`config.mk`:
```
export PLATFORM = sky130hd
export DESIGN_NAME = zio_window_ctrl
export DESIGN_NICKNAME = d
export VERILOG_FILES = /design/src/rtl/zio_pkg.sv /design/src/rtl/zio_wait_timer.sv /design/src/rtl/zio_window_ctrl.sv
export SDC_FILE = /design/constraint.sdc
export NUM_CORES = 1
export LEC_CHECK = 0
export ABC_AREA = 1
export BUFFER_PORTS_ARGS = -buffer_cell sky130_fd_sc_hd__buf_2
export CAP_MARGIN = 0
export CORE_MARGIN = 2
export CORE_UTILIZATION = 25
export DETAILED_ROUTE_END_ITERATION = 7
export PLACE_DENSITY = 0.6
export SYNTH_ARGS = -nofsm -noshare
export SYNTH_HDL_FRONTEND = slang
export SYNTH_HIERARCHICAL = 1
export SYNTH_SLANG_ARGS = --single-unit
export TNS_END_PERCENT = 50
```
`constraint.sdc`:
```
create_clock -name CLKCPU -period 2.5 [get_ports CLKCPU]
set_input_delay 0.125 -clock CLKCPU [delete_from_list [all_inputs] [get_ports CLKCPU]]
set_output_delay 0.125 -clock CLKCPU [all_outputs]
set_load 0.05 [all_outputs]
```
`src/rtl/zio_pkg.sv`:
```
// zio_pkg: shared state encoding and sizing helpers
// for the multi-window expansion bus controller.
package zio_pkg;

  typedef enum logic [1:0] {
    ST_IDLE = 2'd0,
    ST_WAIT = 2'd1,
    ST_ACK  = 2'd2
  } zio_state_t;

  // Channel index width: clog2 of the channel count, at least 1.
  function automatic int ch_idx_w(input int n);
    return (n <= 1) ? 1 : $clog2(n);
  endfunction

endpackage

```
`src/rtl/zio_wait_timer.sv`:
```
// zio_wait_timer: loadable counter with a terminal flag.
// UP=0 counts down to zero, UP=1 counts up and saturates at limit.
module zio_wait_timer #(
  parameter int W  = 4,
  parameter bit UP = 1'b0
) (
  input  logic         clk,
  input  logic         rst,
  input  logic         clr,
  input  logic         load,
  input  logic         step,
  input  logic [W-1:0] load_val,
  input  logic [W-1:0] limit,
  output logic         term
);

  logic [W-1:0] cnt;

  // Counter register: clear beats load beats step; never wraps.
  always_ff @(posedge clk or posedge rst) begin
    if (rst) begin
      cnt <= '0;
    end else if (clr) begin
      cnt <= '0;
    end else if (load) begin
      cnt <= load_val;
    end else if (step) begin
      if (UP) begin
        if (cnt != limit) cnt <= cnt + 1'b1;
      end else begin
        if (cnt != '0) cnt <= cnt - 1'b1;
      end
    end
  end

  assign term = (cnt == limit);

endmodule

```
`src/rtl/zio_window_ctrl.sv`:
```
// zio_window_ctrl: NUM_CH-window decoder and 68000 bus-cycle FSM.
// Optional bus-error timeout built when ZIO_BUS_TIMEOUT_EN is defined.
module zio_window_ctrl
  import zio_pkg::*;
#(
  parameter int NUM_CH      = 2,
  parameter int WAIT_W      = 4,
  parameter int TIMEOUT_CYC = 255
) (
  input  logic                     CLKCPU,
  input  logic                     RESET,
  input  logic [7:0]               A_HIGH,
  input  logic                     RW_n,
  input  logic                     AS_CPU_n,
  input  logic [NUM_CH*8-1:0]      BASE,
  input  logic [NUM_CH*8-1:0]      MASK,
  input  logic [NUM_CH-1:0]        CONFIGURED_n,
  input  logic [NUM_CH*WAIT_W-1:0] WAIT,
  output logic [NUM_CH-1:0]        CH_SEL,
  output logic [NUM_CH-1:0]        ROM_OE_n,
  output logic                     DTACK_n,
  output logic                     ACCESS,
  output logic                     BERR_n
);

  localparam int CH_IDX_W = ch_idx_w(NUM_CH);
  localparam logic [WAIT_W-1:0] WAIT_ONE = 1;

  if (NUM_CH < 1 || NUM_CH > 8 || TIMEOUT_CYC < 1) begin : g_bad_cfg
    $error("zio_window_ctrl: unsupported parameter values");
  end

  zio_state_t          state_q, state_d;
  logic [CH_IDX_W-1:0] ch_q, ch_d;
  logic                rw_q, rw_d;
  logic [NUM_CH-1:0]   hit;
  logic                hit_any;
  logic [CH_IDX_W-1:0] hit_idx;
  logic [WAIT_W-1:0]   hit_wait;
  logic [NUM_CH-1:0]   sel_d;
  logic                t_load, t_step, t_clr, t_term;

  // Per-channel window compare, gated by autoconfig done.
  always_comb begin
    hit = '0;
    for (int i = 0; i < NUM_CH; i++) begin
      hit[i] = !CONFIGURED_n[i] &&
               ((A_HIGH & MASK[8*i +: 8]) ==
                (BASE[8*i +: 8] & MASK[8*i +: 8]));
    end
  end

  assign hit_any = |hit;

  // Priority encoder: the lowest hitting index wins.
  always_comb begin
    hit_idx  = '0;
    hit_wait = '0;
    for (int i = NUM_CH - 1; i >= 0; i--) begin
      if (hit[i]) begin
        hit_idx  = i[CH_IDX_W-1:0];
        hit_wait = WAIT[WAIT_W*i +: WAIT_W];
      end
    end
  end

  // Next-state logic for the bus-cycle FSM.
  always_comb begin
    state_d = state_q;
    ch_d    = ch_q;
    rw_d    = rw_q;
    t_load  = 1'b0;
    t_step  = 1'b0;
    unique case (state_q)
      ST_IDLE: begin
        if (!AS_CPU_n && hit_any) begin
          ch_d    = hit_idx;
          rw_d    = RW_n;
          t_load  = 1'b1;
          state_d = (hit_wait == '0) ? ST_ACK : ST_WAIT;
        end
      end
      ST_WAIT: begin
        if (AS_CPU_n) begin
          state_d = ST_IDLE;
        end else if (t_term) begin
          state_d = ST_ACK;
        end else begin
          t_step = 1'b1;
        end
      end
      ST_ACK: begin
        if (AS_CPU_n) state_d = ST_IDLE;
      end
      default: state_d = ST_IDLE;
    endcase
  end

  assign t_clr = (state_q != ST_IDLE) && (state_d == ST_IDLE);

  // Next one-hot select, decoded from the latched channel.
  always_comb begin
    sel_d = '0;
    for (int i = 0; i < NUM_CH; i++) begin
      sel_d[i] = (state_d != ST_IDLE) &&
                 (ch_d == i[CH_IDX_W-1:0]);
    end
  end

  zio_wait_timer #(
    .W  (WAIT_W),
    .UP (1'b0)
  ) u_wait (
    .clk      (CLKCPU),
    .rst      (RESET),
    .clr      (t_clr),
    .load     (t_load),
    .step     (t_step),
    .load_val (hit_wait),
    .limit    (WAIT_ONE),
    .term     (t_term)
  );

  // State, latched cycle info and registered outputs.
  always_ff @(posedge CLKCPU or posedge RESET) begin
    if (RESET) begin
      state_q  <= ST_IDLE;
      ch_q     <= '0;
      rw_q     <= 1'b0;
      CH_SEL   <= '0;
      ROM_OE_n <= '1;
      DTACK_n  <= 1'b1;
      ACCESS   <= 1'b0;
    end else begin
      state_q  <= state_d;
      ch_q     <= ch_d;
      rw_q     <= rw_d;
      CH_SEL   <= sel_d;
      ROM_OE_n <= ~(sel_d & {NUM_CH{rw_d}});
      DTACK_n  <= (state_d != ST_ACK);
      ACCESS   <= |sel_d;
    end
  end

`ifdef ZIO_BUS_TIMEOUT_EN
  localparam int TO_W = (TIMEOUT_CYC < 2) ? 1 : $clog2(TIMEOUT_CYC + 1);
  localparam logic [TO_W-1:0] TO_LIM = TO_W'(TIMEOUT_CYC);

  logic to_clr, to_step, to_term;

  // Unclaimed strobes in IDLE count up; strobe release or a hit clears.
  assign to_clr  = AS_CPU_n || ((state_q == ST_IDLE) && hit_any);
  assign to_step = (state_q == ST_IDLE) && !AS_CPU_n && !hit_any;

  zio_wait_timer #(
    .W  (TO_W),
    .UP (1'b1)
  ) u_timeout (
    .clk      (CLKCPU),
    .rst      (RESET),
    .clr      (to_clr),
    .load     (1'b0),
    .step     (to_step),
    .load_val ({TO_W{1'b0}}),
    .limit    (TO_LIM),
    .term     (to_term)
  );

  assign BERR_n = !to_term;
`else
  assign BERR_n = 1'b1;
`endif

endmodule

```
Word-level counts from Yosys, hierarchy flattened. Index checks and enable logic that the tools add are counted.

Bitwise logic cells: 7. Add/subtract/negate cells: 1. Equal/unequal tests: 6. Order comparisons: 0. Multipliers: 0. Shift operators: 0. Divide/modulo/power cells: 0. Reduce and logical (&&, ||, !) cells: 20. Multiplexer cells: 23.

Operators by type and width (count): bitwise AND 8 bit (4); two-way mux 4 bit (6); equality test 8 bit (2); two-way mux 1 bit (11); two-way mux 2 bit (5); logical AND 1 bit (6); one-hot mux 2 bit (3 select lines) (1); nonzero test 3 bit (2); equality test 4 x 1 -> 1 bit (second input constant) (1); zero test 2 bit (2); zero test 4 bit (1); nonzero test 2 bit (2); nonzero test 4 bit (1); OR reduction 2 bit (2); subtractor 4 x 1 -> 4 bit (second input constant) (1); zero test 1 bit (3); bitwise AND 2 bit (1); equality test 2 x 1 -> 1 bit (second input constant) (1); equality test 2 bit (second input constant) (1); != test 2 bit (second input constant) (1); inverter 2 bit (1); AND reduction 2 bit (1); inverter 1 bit (1).

Memories kept: 0. Memory bits (read-only): 0. Latch bits: 0. Flip-flop bits (word level): 14. Bits in writable memories: 0. Input port bits: 54.

Longest topological paths before layout. Gate-level depths: netlist of run 1.

Depth after elaboration: 13. Mapped depth: 19. Depth with buffers taken out: 19.

Cells and area by module. The synthesis of run 1 kept the hierarchy.

By module, submodules not included: zio_window_ctrl (cells an instance 145, area an instance 962.2 um2, instances 1, seq. area each 254.0 um2); zio_wait_timer (cells an instance 47, area an instance 320.3 um2, instances 1, seq. area each 100.1 um2).

Worst setup path before layout of run 1. Ideal clock, no wire load.

Path kind: register to register. Start point: register u_wait.cnt[2]. End point: register u_wait.cnt[3]. Setup slack: 830 ps. Arrival time: 1605 ps. Clock period less this slack: 1670 ps. Data required time: 2434 ps. Stages on the path, launching flop included: 14. Path buffers: 0. Cells stage by stage: dfrtp_1 xnor2_1 nand2_1 nor3_1 o21ai_0 o31ai_1 inv_1 nand2_4 nor2_4 nand2_2 inv_2 a21oi_2 nand2_1 nand2_1.

Word-level cells in the longest chain between the ends: 8. Elaborated cells on any way between the ends: 18. Classes of those cells: add/sub: 1; eq/ne: 1; mux: 10; reduce/logical: 6.

Ends and longest elaborated chain: start: declaration (line zio_wait_timer.sv:17) `logic [W-1:0] cnt;`; start signal: assignment (line zio_wait_timer.sv:26) `cnt <= load_val;`; start signal: assignment (line zio_wait_timer.sv:29) `if (cnt != limit) cnt <= cnt + 1'b1;`; start signal: assignment (line zio_wait_timer.sv:31) `if (cnt != '0) cnt <= cnt - 1'b1;`; equality test 4 x 1 -> 1 bit (*) (line zio_wait_timer.sv:36) `assign term = (cnt == limit);`; named net t_term (line zio_window_ctrl.sv:41) `logic t_load, t_step, t_clr, t_term;`; two-way mux 2 bit (*) (line zio_window_ctrl.sv:86) `end else if (t_term) begin`; two-way mux 2 bit (*) (line zio_window_ctrl.sv:84) `if (AS_CPU_n) begin`; one-hot mux 2 bit (3 select lines) (*) (line zio_window_ctrl.sv:74) `unique case (state_q)`; named net state_d[1] (line zio_window_ctrl.sv:33) `zio_state_t state_q, state_d;`; zero test 2 bit (*) (line zio_window_ctrl.sv:99) `assign t_clr = (state_q != ST_IDLE) && (state_d == ST_IDLE);`; logical AND 1 bit (*) (line zio_window_ctrl.sv:99); named net t_clr (line zio_window_ctrl.sv:41); nonzero test 3 bit (no source line); AND reduction 2 bit (no source line).

The timed path passes the listed nets; every way through them passes the cells marked *. The select of a mux whose other input is x is not followed. A chain may end at the register's enable or synchronous reset.

Final worst setup path of run 1.
Start point: register u_wait.cnt[3]. End point: register u_wait.cnt[1].

The elaborated chain is that of the path after synthesis.

==> results of run 1 <==
## cell usage after synthesis
| master | instances |
|---|---|
| nor3_1 | 1 |
| dfstp_2 | 3 |
| nor2_4 | 5 |
| buf_4 | 1 |
| ha_1 | 1 |
| a21oi_2 | 1 |
| a21oi_1 | 1 |
| xnor2_1 | 3 |
| inv_2 | 5 |
| o21a_1 | 1 |
| or2_1 | 1 |
| nor2_1 | 17 |
| nand3b_1 | 1 |
| nor2_2 | 3 |
| o21ai_0 | 5 |
| nand2_4 | 2 |
| nand2_2 | 11 |
| inv_1 | 27 |
| inv_4 | 1 |
| nand2_1 | 53 |
| conb_1 | 2 |
| nand3_2 | 8 |
| nand3_4 | 1 |
| xor2_1 | 3 |
| o31ai_1 | 1 |
| dfrtp_1 | 11 |
| a21boi_0 | 1 |
| o21ai_1 | 2 |
| nand3_1 | 16 |
| nand4_1 | 4 |
## worst reg2reg max path, cell delays in order (launching register included)
cell and delay [ns]:
dfrtp_1 0.43, xnor2_1 0.18, nand2_1 0.06, nor3_1 0.19
o21ai_0 0.11, o31ai_1 0.21, inv_1 0.11, nand2_4 0.10
nor2_4 0.05, nand2_2 0.05, inv_2 0.03, a21oi_2 0.16
nand2_1 0.07, nand2_1 0.07
## layer usage
metal | up-vias | global-route usage
met3 | 4 | 0.0251
met4 | 0 | 0.0292
met2 | 32 | 0.203
met5 | - | 0
li1 | 719 | -
met1 | 562 | 0.129
## worst min path at each step
stage	startpoint	end	slack, ns	cells past startpoint
finish	RW_n	rw_q	0.13	3
global route	RW_n	rw_q	0.17	3
floorplan	RESET	u_wait/cnt[0]	-0.11	1
detailed placement	RESET	u_wait/cnt[0]	0.03	2
global placement	RESET	u_wait/cnt[0]	0.03	2
CTS	RW_n	rw_q	0.13	3
## logic make-up after synthesis
| group | Yosys count |
|---|---|
| simple gates | 123 |
| compound gates | 12 |
| fa+ha+maj | 1 |
| flops | 14 |
| xor+xnor | 6 |
| buf+inv | 34 |
| other cells | 2 |
## stage by stage
stage	instance area (sq um)	total power, mW
after floorplan	1290	0.603
after global placement	1670	0.709
after detailed placement	1670	0.709
after CTS	1730	0.935
after global routing	1730	1.01
final	1730	0.927
## cell type report
type / instances / area share
clock buffer: 4 / 0.0317
timing repair buffer: 60 / 0.176
sequential: 14 / 0.204
inverter: 33 / 0.0729
tap: 70 / 0.0505
multi-input combinational: 147 / 0.465
## state kept, by name, summed over array words and instances (netlist names)
name and count:
u_wait/cnt 4, CH_SEL 2, ROM_OE_n 2, state_q 2, ACCESS 1, DTACK_n 1
ch_q 1, rw_q 1
## what timing repair did
| item | in CTS | in global routing |
|---|---|---|
| endpoints found under the hold margin | 11 | 0 |
| hold buffers | 1 | 0 |
| setup buffers | 0 | 0 |
| setup endpoints to repair | 0 | 0 |
## power by group through the flow
| stage | clock network, mW | logic, mW | registers (mW) |
|---|---|---|---|
| 3_3_place_gp | 0 | 0.388 | 0.321 |
| 5_1_grt | 0.233 | 0.446 | 0.329 |
| 2_1_floorplan | 0 | 0.263 | 0.340 |
| 3_5_place_dp | 0 | 0.386 | 0.323 |
| 4_1_cts | 0.227 | 0.389 | 0.319 |
| 6_report | 0.219 | 0.388 | 0.320 |
## placed cells by master (no fill, tap or decap), types with 5 or more instances in the layout
| cell type | Yosys | layout |
|---|---|---|
| nand3_1 | 16 | 16 |
| conb_1 | 2 | 5 |
| nand3_2 | 8 | 8 |
| nor2_1 | 17 | 17 |
| nor2_4 | 5 | 5 |
| nand2_2 | 11 | 11 |
| dfrtp_1 | 11 | 11 |
| nand2_1 | 53 | 53 |
| buf_2 | 0 | 59 |
| o21ai_0 | 5 | 5 |
| inv_1 | 27 | 27 |
| inv_2 | 5 | 5 |
==> summary.md, run 1 <==
| Metric | Value |
|---|---|
| CTS sink cnt | `14` |
| Top delay family on crit path | `simple AND/OR/NAND/NOR gates` |
| First-pass GRT wire length | `4900 microns` |
| Clk root buf | `clkbuf_8` |
| Hold_ws | `0.135 ns` |
| Largest family of logic cells by synthesized area | `simple AND/OR/NAND/NOR gates` |
| RSZ-0062 raised after global routing | `no` |
| Nets | `314` |
| Starting Density | `0.254` |
| Sequential share of power | `0.345` |
| TritonCTS clock tree | `built` |
| Routed wire length | `2870 microns` |
| Worst Path Arrival | `2.08 ns` |
| Crit-path cells | `xnor2_1 > nand2_1 > nor3_1 > o21ai_0 > o31ai_1 > inv_1 > nand2_4 > nor2_4 > nand2_2 > inv_2 > a21oi_2 > nand2_1 > nand2_1` |
| Simple-gate share of the synthesized area | `0.507` |
| Final Util | `0.344` |
| PwrDens | `534 nW/um^2` |
| Routed length on met1 | `1240 microns` |
| Vias per std cell | `4.02` |
| Placed Instances | `323` |
| Synth Area in Adders | `0.00976` |
| Clock latency on the worst-skew pair | `0.25 ns` |
| Final worst setup slack | `0.604 ns` |
| Worst Path Required | `2.68 ns` |
| Hpwl dp | `2540 microns` |
| Initial antenna violation count | `0` |
| Clock Tree Buf Depth | `2` |
| Share of layout cells above drive strength 1 | `0.399` |
| Synth top area share | `0.215` |
| CTS resizes | `0` |
| Outcome | `finished, final reports clean` |
| Fill cells | `559` |
| GR Util All Layers | `0.110` |
| R2R cell count | `13` |
| Num CTS Buffers | `3` |
| Gr ovfl total | `0` |
| Row count | `26` |
| Total die area | `5720 sq um` |
| DP Worst Slack | `0.607 ns` |
| # IOs | `61` |
| Largest net degree at the start of global routing | `13` |
| Area Growth Syn to Fin | `35.2%` |
| Worst vdd ir | `222 uV` |
| Final worst path period share | `0.759` |
| Clk pwr share | `0.236` |
| R2r startpoint | `u_wait/cnt[3]` |
| DRT antenna net count | `0` |
| Fmax | `527 MHz` |
| Area leader, netlist | `dfrtp_1` |
| Die Y | `75.6 microns` |
| Avg Inst Size Synth | `6.68 sq um` |
| Clock slew at reported path FFs | `0.06 ns` |
| Max Used Layer | `met4` |
| Final Non-Filler Cells | `328` |
| Buffering stage count on the worst path with inverters included | `2` |
| Reg2reg end | `u_wait/cnt[1]` |
| Post-Route Skew | `0.00421 ns` |
| Crit. End Element | `flop` |
| Reg area | `354 sq um` |
| Via count | `1317` |
| Yosys reg bits | `14` |
| Flop-to-flop setup slack | `0.60 ns` |
| Cell mode on critical path | `nand2_1` |
| Crit Path Class | `flop to flop` |
| Met2 wire len | `1460 microns` |
| Syn Inst Count | `192` |
| Post-synthesis xor/xnor area fraction | `0.0410` |
| Die Wd | `75.6 microns` |
| Yosys cell types | `30` |
| HP Class | `input pin to flop` |
| DRT iter0 DRCs | `27` |
| Post-route DRC | `0` |
| CP peak stage delay | `0.43 ns` |
| Mapped Area | `1280 sq um` |
| CP max FO | `5` |
| Total of max-cap violations | `0` |
| Setup TNS | `0 ns` |
| Yosys Warn Count | `6` |
| # port buffers | `59` |
| Vias in the first global route | `1228` |
| Final Setup Violations | `0` |
| Area contributors post-synth | `dfrtp_1 21%, nand2_1 16%, inv_1 7.9%` |
| CP Depth | `13` |
| Placeable Area | `5040 sq um` |
| Crit path launch | `u_wait/cnt[3]` |
| Sw Share | `0.376` |
| Area of the multi-input gates | `806 sq um` |
| Fin crit period | `1.90 ns` |
| Slowest stage cell, crit path | `dfrtp_1` |
| Slew Limit Fails | `0` |
| H-tree Lvls | `1` |
| Gpl congestion | `0.794` |
| Compound-gate portion of the synthesized area | `0.0556` |
| Cell Int Power | `578 uW` |
| Leakage | `0.967 nW` |
| Hold Vio Cnt, Final | `0` |
| Sequential area share after synthesis | `0.276` |
| Routed len/inst | `8.75 microns` |
| CP Launch Type | `flop` |
| DR WL met3 | `134 microns` |
| Multiplexer share of the synthesized area | `0` |
| Drt pass-1 iters | `4` |
| CP endpoint | `u_wait/cnt[1]` |
| Net switching power | `348 uW` |
| Antenna diode count | `0` |
| Logic pwr share | `0.419` |
Power figures use the tool's default switching activity.
==> inputs of run 2 (changes only) <==
--- a/config.mk
+++ b/config.mk
@@ -11,7 +11,7 @@
 export CORE_MARGIN = 2
 export CORE_UTILIZATION = 25
 export DETAILED_ROUTE_END_ITERATION = 7
-export PLACE_DENSITY = 0.6
+export PLACE_DENSITY = 0.62
 export SYNTH_ARGS = -nofsm -noshare
 export SYNTH_HDL_FRONTEND = slang
 export SYNTH_HIERARCHICAL = 1
==> constraint.sdc (replaced) <==
create_clock -name CLKCPU -period 1.5 [get_ports CLKCPU]
set_input_delay 0.075 -clock CLKCPU [delete_from_list [all_inputs] [get_ports CLKCPU]]
set_output_delay 0.075 -clock CLKCPU [all_outputs]
set_load 0.05 [all_outputs]
==> run 2 against run 1 <==
  * The run now ends with setup timing left
  * Utilization is 3.0 points higher
  * Count of clock-buffer cells in the layout stayed put
  * Global-route usage is 0.58 points lower
  * Clock power grew 68%
  * Critical path depth unchanged
  * Largest power group unchanged
  * Critical endpoint is now u_wait/cnt[0]
  * Hold slack got worse by 0.035 ns
  * Flip-flop and latch count unchanged
==> summary.md, run 2 (same netlist as run 1, synthesis figures left out) <==
| Metric | Value |
|---|---|
| Most frequent cells in the layout | `59 x buf_2, 53 x nand2_1, 26 x inv_1, 15 x nand3_1, 15 x buf_4` |
| Failing checks | `setup timing` |
| Nets | `330 (+5.1%)` |
| Vias per std cell | `4.00 (-0.31%)` |
| DRT antenna net count | `0 (unchanged)` |
| Crit. End Element | `flop` |
| Hpwl dp | `2510 microns (-1.1%)` |
| Hold_sp | `RW_n` |
| PwrDens | `881 nW/um^2 (+65%)` |
| Antenna diode count | `0 (unchanged)` |
| GR Util All Layers | `0.105 (-0.00576)` |
| Leakage | `1.05 nW (+8.7%)` |
| Post-Layout Inst Area | `1880 sq um (+8.6%)` |
| Via count | `1377 (+4.6%)` |
| Total of max-cap violations | `0 (unchanged)` |
| Gr ovfl total | `0 (unchanged)` |
| CP peak stage delay | `0.39 ns (-0.04 ns)` |
| Row count | `26 (unchanged)` |
| Clk root buf | `clkbuf_8` |
| Starting Density | `0.254 (unchanged)` |
| Initial antenna violation count | `0 (unchanged)` |
| Area Growth Syn to Fin | `46.8%` |
| DRT iter0 DRCs | `18 (-33%)` |
| Placed Instances | `338 (+4.6%)` |
| H-tree Lvls | `1 (unchanged)` |
| Die Wd | `75.6 microns (unchanged)` |
| Routed len/inst | `8.42 microns (-3.7%)` |
| Final Util | `0.373 (+0.0295)` |
| Slowest stage cell, crit path | `dfrtp_1` |
| Largest register by flop count | `u_wait/cnt` |
| CP Launch Type | `flop` |
| Reg2reg end | `u_wait/cnt[0]` |
| Clock Tree Buf Depth | `2 (unchanged)` |
| First-pass GRT wire length | `4730 microns (-3.5%)` |
| Outcome | `complete, but fails checks` |
| Post-route DRC | `0 (unchanged)` |
| Max reg flops | `4 (unchanged)` |
| TritonCTS clock tree | `built` |
| Drt pass-1 iters | `4 (unchanged)` |
| Reg area | `354 sq um (unchanged)` |
| Total die area | `5720 sq um (unchanged)` |
| Final worst path period share | `1.12 (+0.362)` |
| CP max FO | `4 (-1)` |
| Fin crit period | `1.68 ns (-0.216 ns)` |
| Commonest non-fill, non-tap cell in the layout | `buf_2` |
| Fill cells | `537 (-3.9%)` |
| Crit-path cells | `xnor2_1 > nand2_1 > nor3_2 > o21ai_1 > o31ai_1 > inv_1 > nand2_4 > nor2_4 > nand2_2 > inv_2 > a21oi_4 > nand2_1 > nand2_1` |
| Final Setup Violations | `10 (+10)` |
| Fmax | `595 MHz (+13%)` |
| Gpl congestion | `0.799 (+0.60%)` |
| Worst vdd ir | `358 uV (+62%)` |
| Placed inst area | `1790 sq um (+7.2%)` |
| Clock slew at reported path FFs | `0.06 ns (about the same)` |
| Largest net degree at the start of global routing | `11 (-2)` |
| Vias in the first global route | `1187 (-3.3%)` |
| Flop-to-flop setup slack | `-0.18 ns (-0.78 ns)` |
| Die Y | `75.6 microns (unchanged)` |
| CTS sink cnt | `14 (unchanged)` |
| Worst Path Arrival | `1.87 ns (-0.21 ns)` |
| Worst Path Required | `1.69 ns (-0.99 ns)` |
| Final Non-Filler Cells | `344 (+4.9%)` |
| Final worst setup slack | `-0.180 ns (-0.784 ns)` |
| Num CTS Buffers | `3 (unchanged)` |
| Hold_ws | `0.100 ns (-0.0345 ns)` |
| Clock latency on the worst-skew pair | `0.25 ns (about the same)` |
| Cell mode on critical path | `nand2_1` |
| # port buffers | `59 (unchanged)` |
| HP Class | `input pin to flop` |
| # IOs | `61 (unchanged)` |
| Post-Route Skew | `0.00136 ns (-0.00285 ns)` |
| Routed wire length | `2900 microns (+1.0%)` |
| Placeable Area | `5040 sq um (unchanged)` |
| Area of the multi-input gates | `831 sq um (+3.1%)` |
| Share of layout cells above drive strength 1 | `0.456 (+0.0570)` |
| Hold Vio Cnt, Final | `0 (unchanged)` |
| R2R cell count | `13 (unchanged)` |
| Hold-critical path depth | `3 (unchanged)` |
| Slew Limit Fails | `0 (unchanged)` |
| Hold worst-path end | `rw_q` |
| RSZ-0062 raised after global routing | `yes` |
| Crit Path Class | `flop to flop` |
| R2r startpoint | `u_wait/cnt[3]` |
run 2: final cells by class:
cell class / instances / share of cell area
Tap cell: 70 / 0.0465
Multi-Input combinational cell: 147 / 0.441
Sequential cell: 14 / 0.188
Timing Repair Buffer: 76 / 0.228
Inverter: 33 / 0.0671
Clock buffer: 4 / 0.0292
run 2: per-layer routing:
metal  vias up  share of wire  track usage  routed length (microns)
met5         -              0            0                        0
met4         0          0.015       0.0390                       44
met3         4          0.059       0.0185                      171
met2        45           0.48        0.175                     1400
met1       572           0.44        0.135                     1290
li1        756              -            -                        -
run 2: worst max-delay path: cells and delay by family, from the launching register on:
kind | cells | cell delay (ns)
AO/OA/AOI/OAI | 3 | 0.43
XOR/XNOR | 1 | 0.14
buffers and inverters | 2 | 0.15
flip-flops | 1 | 0.39
AND/OR/NAND/NOR | 7 | 0.52
run 2: how the worst max path moves through the flow:
stage / start / endpoint / slack (ns)
3_5_place_dp: u_wait/cnt[3] / u_wait/cnt[0] / -0.29
6_report: u_wait/cnt[3] / u_wait/cnt[0] / -0.18
2_1_floorplan: state_q[1] / u_wait/cnt[2] / -0.02
3_3_place_gp: A_HIGH[0] / u_wait/cnt[3] / -0.24
4_1_cts: u_wait/cnt[3] / u_wait/cnt[0] / -0.19
5_1_grt: u_wait/cnt[2] / u_wait/cnt[0] / -0.40
run 2: report_power, final:
part | leakage [nW] | internal (mW) | switching [mW]
registers | 0.179 | 0.461 | 0.0370
clock network | 0.0288 | 0.233 | 0.135
logic | 0.844 | 0.352 | 0.440
run 2: metrics by stage:
stage	TNS, ns	total power [mW]	worst slack, ns
6_report	-1.16	1.66	-0.180
5_1_grt	-3.36	1.80	-0.402
4_1_cts	-1.34	1.66	-0.193
3_5_place_dp	-1.95	1.28	-0.291
3_3_place_gp	-1.57	1.27	-0.240
2_1_floorplan	-0.0447	1.01	-0.0161
run 2: repair_timing:
item,4_1_cts,5_1_grt
resized for setup,3,3
pin swaps,3,3
endpoints found under the hold margin,11,0
hold buffers,1,0
setup buffers,1,1
endpoints found under the setup margin,11,12
